--- config.mk ---
export PLATFORM = sky130hd
export DESIGN_NAME = ttt_judge_flat
export DESIGN_NICKNAME = d
export VERILOG_FILES = /design/src/rtl/ttt_pkg.sv /design/src/rtl/ttt_judge_if.sv /design/src/rtl/ttt_line_mux.sv /design/src/rtl/ttt_judge.sv /design/src/flat_wrapper.sv
export SDC_FILE = /design/constraint.sdc
export NUM_CORES = 1
export LEC_CHECK = 0
export CAP_MARGIN = 20
export CELL_PAD_IN_SITES_DETAIL_PLACEMENT = 2
export CELL_PAD_IN_SITES_GLOBAL_PLACEMENT = 2
export CORE_AREA = 2 2 69 104
export CTS_CLUSTER_SIZE = 28
export DETAILED_ROUTE_END_ITERATION = 6
export DIE_AREA = 0 0 71 106
export HOLD_SLACK_MARGIN = 0.02
export PLACE_DENSITY_LB_ADDON = 0.1
export SLEW_MARGIN = 40
export SYNTH_ARGS = -nofsm -noshare
export SYNTH_HDL_FRONTEND = slang
export SYNTH_HIERARCHICAL = 1
export SYNTH_SLANG_ARGS = --single-unit
export TNS_END_PERCENT = 100
--- constraint.sdc ---
create_clock -name clk -period 3.5 [get_ports clk]
set_clock_uncertainty 0.2 [all_clocks]
set_input_delay 0.525 -clock clk [delete_from_list [all_inputs] [get_ports clk]]
set_output_delay 0.525 -clock clk [all_outputs]
set_load 0.05 [all_outputs]
--- src/rtl/ttt_pkg.sv ---
// rtl/ttt_pkg.sv - shared cell encodings, line table and types for the tic-tac-toe judge
package ttt_pkg;

    typedef logic [1:0] cell_t;
    typedef logic [2:0] line_idx_t;
    typedef logic [3:0] cell_idx_t;

    localparam cell_t CELL_EMPTY = 2'b00;
    localparam cell_t CELL_X     = 2'b01;
    localparam cell_t CELL_O     = 2'b10;
    localparam cell_t CELL_RSVD  = 2'b11;

    localparam int NUM_CELLS = 9;
    localparam int NUM_LINES = 8;
    localparam int BOARD_W   = 2 * NUM_CELLS;

    // Rows, then columns, then the two diagonals; scan order defines winLine.
    localparam cell_idx_t LINE_TABLE [NUM_LINES][3] = '{
        '{4'd0, 4'd1, 4'd2},
        '{4'd3, 4'd4, 4'd5},
        '{4'd6, 4'd7, 4'd8},
        '{4'd0, 4'd3, 4'd6},
        '{4'd1, 4'd4, 4'd7},
        '{4'd2, 4'd5, 4'd8},
        '{4'd0, 4'd4, 4'd8},
        '{4'd2, 4'd4, 4'd6}
    };

    function automatic logic cell_occupied(input cell_t c);
        return (c == CELL_X) || (c == CELL_O);
    endfunction

endpackage

--- src/rtl/ttt_judge_if.sv ---
// rtl/ttt_judge_if.sv - judge request/result bundle; score ports exist only with JUDGE_SCORE_EN
interface ttt_judge_if
`ifdef JUDGE_SCORE_EN
    #(parameter int SCORE_W = 8)
`endif
;
    logic        start;
    logic [17:0] gBoard;
    logic        busy;
    logic        done;
    logic [1:0]  winner;
    logic [2:0]  winLine;
    logic        draw;
`ifdef JUDGE_SCORE_EN
    logic [SCORE_W-1:0] xWins;
    logic [SCORE_W-1:0] oWins;
    logic [SCORE_W-1:0] draws;

    modport master (output start, gBoard,
                    input  busy, done, winner, winLine, draw, xWins, oWins, draws);
    modport slave  (input  start, gBoard,
                    output busy, done, winner, winLine, draw, xWins, oWins, draws);
`else
    modport master (output start, gBoard,
                    input  busy, done, winner, winLine, draw);
    modport slave  (input  start, gBoard,
                    output busy, done, winner, winLine, draw);
`endif

endinterface

--- src/rtl/ttt_line_mux.sv ---
// rtl/ttt_line_mux.sv - selects the three cells of one line from the snapshot and flags a win
module ttt_line_mux
    import ttt_pkg::*;
(
    input  logic [BOARD_W-1:0] i_snapshot,
    input  line_idx_t          i_line_idx,
    output cell_t              o_cell_a,
    output cell_t              o_cell_b,
    output cell_t              o_cell_c,
    output logic               o_line_win,
    output cell_t              o_line_val
);

    logic [4:0] w_bit_a;
    logic [4:0] w_bit_b;
    logic [4:0] w_bit_c;

    assign w_bit_a = {LINE_TABLE[i_line_idx][0], 1'b0};
    assign w_bit_b = {LINE_TABLE[i_line_idx][1], 1'b0};
    assign w_bit_c = {LINE_TABLE[i_line_idx][2], 1'b0};

    assign o_cell_a = i_snapshot[w_bit_a +: 2];
    assign o_cell_b = i_snapshot[w_bit_b +: 2];
    assign o_cell_c = i_snapshot[w_bit_c +: 2];

    // Empty and reserved cells can never form a win even when all three match.
    assign o_line_win = (o_cell_a == o_cell_b) && (o_cell_b == o_cell_c) && cell_occupied(o_cell_a);
    assign o_line_val = o_line_win ? o_cell_a : CELL_EMPTY;

endmodule

--- src/rtl/ttt_judge.sv ---
// rtl/ttt_judge.sv - one-line-per-clock win/draw judge; JUDGE_SCORE_EN adds saturating score counters
module ttt_judge
    import ttt_pkg::*;
#(
    parameter int SCORE_W = 8
)(
    input  logic        clk,
    input  logic        reset,
    ttt_judge_if.slave  bus
);

    typedef enum logic {IDLE, SCAN} state_t;

    state_t             r_state;
    logic [BOARD_W-1:0] r_snap;
    line_idx_t          r_line;
    logic               r_full;
    logic               r_busy;
    logic               r_done;
    cell_t              r_winner;
    line_idx_t          r_win_line;
    logic               r_draw;

    cell_t w_cell_a;
    cell_t w_cell_b;
    cell_t w_cell_c;
    logic  w_line_win;
    cell_t w_line_val;
    logic  w_cells_occ;
    logic  w_last_line;

    if (SCORE_W < 1) begin : g_score_w_check
        $error("SCORE_W must be at least 1");
    end

    ttt_line_mux u_line_mux (
        .i_snapshot (r_snap),
        .i_line_idx (r_line),
        .o_cell_a   (w_cell_a),
        .o_cell_b   (w_cell_b),
        .o_cell_c   (w_cell_c),
        .o_line_win (w_line_win),
        .o_line_val (w_line_val)
    );

    // Rows 0..2 cover every cell, so occupancy folded over the scan equals a full-board test.
    assign w_cells_occ = cell_occupied(w_cell_a) && cell_occupied(w_cell_b) && cell_occupied(w_cell_c);
    assign w_last_line = (r_line == line_idx_t'(NUM_LINES - 1));

    always_ff @(posedge clk or posedge reset) begin
        if (reset) begin
            r_state    <= IDLE;
            r_snap     <= '0;
            r_line     <= '0;
            r_full     <= 1'b0;
            r_busy     <= 1'b0;
            r_done     <= 1'b0;
            r_winner   <= CELL_EMPTY;
            r_win_line <= '0;
            r_draw     <= 1'b0;
        end else begin
            r_done <= 1'b0;
            case (r_state)
                IDLE: begin
                    if (bus.start) begin
                        r_snap     <= bus.gBoard;
                        r_line     <= '0;
                        r_full     <= 1'b1;
                        r_busy     <= 1'b1;
                        r_winner   <= CELL_EMPTY;
                        r_win_line <= '0;
                        r_draw     <= 1'b0;
                        r_state    <= SCAN;
                    end
                end
                SCAN: begin
                    if (w_line_win) begin
                        r_winner   <= w_line_val;
                        r_win_line <= r_line;
                        r_done     <= 1'b1;
                        r_busy     <= 1'b0;
                        r_state    <= IDLE;
                    end else if (w_last_line) begin
                        r_draw     <= r_full && w_cells_occ;
                        r_done     <= 1'b1;
                        r_busy     <= 1'b0;
                        r_state    <= IDLE;
                    end else begin
                        r_line     <= r_line + 1'b1;
                        r_full     <= r_full && w_cells_occ;
                    end
                end
                default: r_state <= IDLE;
            endcase
        end
    end

    assign bus.busy    = r_busy;
    assign bus.done    = r_done;
    assign bus.winner  = r_winner;
    assign bus.winLine = r_win_line;
    assign bus.draw    = r_draw;

`ifdef JUDGE_SCORE_EN
    logic [SCORE_W-1:0] r_x_wins;
    logic [SCORE_W-1:0] r_o_wins;
    logic [SCORE_W-1:0] r_draws;
    logic               w_fin_x;
    logic               w_fin_o;
    logic               w_fin_draw;

    assign w_fin_x    = (r_state == SCAN) && w_line_win && (w_line_val == CELL_X);
    assign w_fin_o    = (r_state == SCAN) && w_line_win && (w_line_val == CELL_O);
    assign w_fin_draw = (r_state == SCAN) && !w_line_win && w_last_line && r_full && w_cells_occ;

    always_ff @(posedge clk or posedge reset) begin
        if (reset) begin
            r_x_wins <= '0;
            r_o_wins <= '0;
            r_draws  <= '0;
        end else begin
            if (w_fin_x && (r_x_wins != '1))
                r_x_wins <= r_x_wins + 1'b1;
            if (w_fin_o && (r_o_wins != '1))
                r_o_wins <= r_o_wins + 1'b1;
            if (w_fin_draw && (r_draws != '1))
                r_draws <= r_draws + 1'b1;
        end
    end

    assign bus.xWins = r_x_wins;
    assign bus.oWins = r_o_wins;
    assign bus.draws = r_draws;
`endif

endmodule

--- src/flat_wrapper.sv ---
// flat-port wrapper written by rule: the top's interface ports become plain ports
module ttt_judge_flat import ttt_pkg::*;
#(
    parameter int SCORE_W = 8
)
  (clk, reset, bus_start, bus_gBoard, bus_busy, bus_done, bus_winner, bus_winLine, bus_draw);
  ttt_judge_if bus_i ();
  input  logic clk;
  input  logic reset;
  input wire logic [$bits(bus_i.start)-1:0] bus_start;
  input wire logic [$bits(bus_i.gBoard)-1:0] bus_gBoard;
  output wire logic [$bits(bus_i.busy)-1:0] bus_busy;
  output wire logic [$bits(bus_i.done)-1:0] bus_done;
  output wire logic [$bits(bus_i.winner)-1:0] bus_winner;
  output wire logic [$bits(bus_i.winLine)-1:0] bus_winLine;
  output wire logic [$bits(bus_i.draw)-1:0] bus_draw;
  assign bus_i.start = bus_start;
  assign bus_i.gBoard = bus_gBoard;
  assign bus_busy = bus_i.busy;
  assign bus_done = bus_i.done;
  assign bus_winner = bus_i.winner;
  assign bus_winLine = bus_i.winLine;
  assign bus_draw = bus_i.draw;
  ttt_judge #(.SCORE_W(SCORE_W)) u_core (.clk(clk), .reset(reset), .bus(bus_i));
endmodule
==> results.toml <==
[clocking]
cts_max_level = 2
clockBufferDepth = 2
holdBufCountCts = 0
cts_root_buf = "clkbuf_8"
numCtsBuffers = 5
cts_tree = "done"
path_clk_slew_ns = 0.07
insertion_delay_ns = 0.29
clkSinkCount = 31

[critical_path]
critPathKind = "reg -> reg"
critPathCaptureType = "flop"
start_kind = "flop"
cp.arrival_ns = 3.32
required_ns = 3.46
cp_max_fo = 8
rr_worst_depth = 11
reg2reg_slack_ns = 0.15

[synth]
ys_async_sr_fraction_pct = 100
yosys_register_bits = 31
synth_seq_area_share_pct = 39.6
synth_edf_count = 0
synthesis.nets = 225
synth_commonest_cells = "nand2_1 (61), dfrtp_1 (31), nor2_1 (9)"
syn-mean-instance-area_sq_um = 9.90
netlist.area_leader.share_pct = 39.6
yosys.cell_count.top_type = "nand2_1"
synth_top_flop_cell = "dfrtp_1"
synth_cell_type_count = 43
syn_area_sq_um = 1960
yosys.area.top_type = "dfrtp_1"
synth_cells = 198
synth_warnings = 6
synth.top_cells.by_area = "dfrtp_1 (40%), nand2_1 (12%), mux4_2 (9.2%), ha_1 (3.8%), mux2_2 (3.4%)"

[routing]
drt_pass1_iterations = 4
wl_per_cell_um = 19.7
vias = 1683
final_antenna_net_count = 0
drt-vias-per-instance = 5.31
drc = 0
drtIter0Drc = 28
totalWireLength_um = 6250

[global_route]
grt_max_degree = 32
antenna_found_initial = 0
grt_pass1_wl_um = 10000
track_usage_pct = 17.6
grt_overflow = 0
grt_pass1_vias = 1836

[power]
p_comb_share_pct = 66.2
intPower_mw = 1.52
netSwitchingFraction_pct = 47.5
clockPowerShare_pct = 9.7
seqPwrFrac_pct = 24.1
vdd_ir_drop_max_v = 0.000300
p_sw_mw = 1.38
p_leak_nw = 1.15
finalPower_mw = 2.90
power_density_nw_per_um2 = 1160

[floorplanning]
core.rowCount = 37
num_io_pins = 29
die_area_sq_um = 7530
dieWidth_um = 71
die_y_um = 106
start_util_pct = 29.2
core_area_sq_um = 6710

[status]
status = "finished, final reports clean"

[sta]
tns_ns = 0
finalHoldViolations = 0
setup_viol = 0
tightestPinTransition_ns = 0.564
max_slew_margin_pct = 62.4
fin_crit_sh_pct = 95.8
fin_crit_ns = 3.35
fmax_mhz = 298
slew_violations = 0

[cells_and_area]
area_delta_synth_final_pct = 28.1
diodes = 0
drive_gt1_share_pct = 24.3
final_cell_area_sq_um = 2510
nNetsFinal = 265
final_util_pct = 37.4

[placed_design]
dpl.hpwl_um = 4700
gp_congestion = 0.858
placed_area_sq_um = 2360
io_buffer_count = 28

[run]
drv_cap = 0

[hold_path]
hold_depth = 2
hold_path.class = "reg -> reg"
==> cell families (layout without fill, tap and decap cells) <==
logic type | count (synthesis) | after routing | share of synthesized area [%]
AO/OA/AOI/OAI | 30 | 30 | 12.3
XOR/XNOR | 3 | 3 | 1.34
adder cells (fa/ha/maj) | 6 | 6 | 3.83
buffers and inverters | 17 | 58 | 4.79
flip-flops | 31 | 31 | 39.6
multiplexers | 21 | 21 | 16.5
AND/OR/NAND/NOR | 90 | 90 | 21.6
==> power by group through the flow <==
stage / Combinational, mW / Clock [mW] / Sequential [mW]
2_1_floorplan: 1.22 / 0 / 0.733
3_3_place_gp: 1.70 / 0 / 0.700
3_5_place_dp: 1.76 / 0 / 0.714
4_1_cts: 1.79 / 0.298 / 0.707
5_1_grt: 2.09 / 0.307 / 0.730
6_report: 1.92 / 0.281 / 0.698
==> critical path: stages (launching register included) <==
cell      delay [ns]
dfrtp_1         0.41
buf_4           0.15
ha_1            0.23
mux2i_4         0.23
mux4_2          0.55
a32oi_1         0.25
o21ai_2         0.12
nor4b_4         0.15
o21bai_1        0.17
or3b_1          0.55
nand3_2         0.15
o21ai_2         0.08
==> final timing paths <==
kind,startpoint,endpoint
max in group asynchronous,reset,u_core/r_snap[11]
worst max-delay path,u_core/r_line[0],u_core/r_line[0]
min in group asynchronous,reset,u_core/r_snap[16]
worst min register to register,u_core/bus.winner[1],u_core/bus.winner[1]
worst max register to register,u_core/r_line[0],u_core/r_line[0]
worst min-delay path,u_core/bus.winner[1],u_core/bus.winner[1]
==> state kept, by name (all words and copies together) (netlist names) <==
signal and cells:
u_core/bus.draw 1, u_core/r_snap 18, u_core/r_line 3, u_core/bus.winner 2, u_core/bus.winLine 3, u_core/bus.done 1
u_core/r_state 1, u_core/bus.busy 1, u_core/r_full 1
==> routing by layer <==
metal / GRT usage, % / wire length [um] / vias to the layer above
met5: 0 / 0 / -
met3: 2.56 / 175 / 13
met4: 4.85 / 117 / 0
li1: - / - / 769
met2: 34.6 / 3760 / 43
met1: 19.0 / 2200 / 858
==> final cells by class <==
class / count / area (sq um)
flip-flops and latches: 31 / 776
multi-input cells: 150 / 1130
fillers: 728 / 4200
clock inverters: 3 / 15.0
repair buffers: 43 / 393
inverters: 7 / 30.0
well taps: 78 / 97.6
clock buffers: 5 / 68.8
==> placed cells by master, fill, tap and decap left out, types with 5 or more instances in the layout <==
| master | instances |
|---|---|
| o21ai_2 | 5 |
| clkdlybuf4s50_1 | 28 |
| clkbuf_8 | 5 |
| nor2_1 | 9 |
| ha_1 | 5 |
| mux2_2 | 6 |
| buf_4 | 15 |
| mux2i_1 | 5 |
| a22o_1 | 7 |
| mux4_2 | 8 |
| dfrtp_1 | 31 |
| nand2_1 | 61 |
| inv_1 | 6 |
==> repair_timing <==
item                       CTS  global route
buffers inserted             0             3
gates resized for setup      2             7
setup endpoints to repair    4             9
pin swaps                    0             1
==> through the flow <==
| stage | std cells | hold WS [ns] | setup slack, ns |
|---|---|---|---|
| 2_1_floorplan | 198 | 0.246 | 0.0212 |
| 3_3_place_gp | 306 | 0.279 | 0.103 |
| 3_5_place_dp | 306 | 0.327 | 0.0144 |
| 4_1_cts | 314 | 0.343 | 0.0361 |
| 5_1_grt | 317 | 0.357 | -0.00926 |
| 6_report | 317 | 0.314 | 0.147 |
Note: power is estimated with default switching activity, not from simulation.
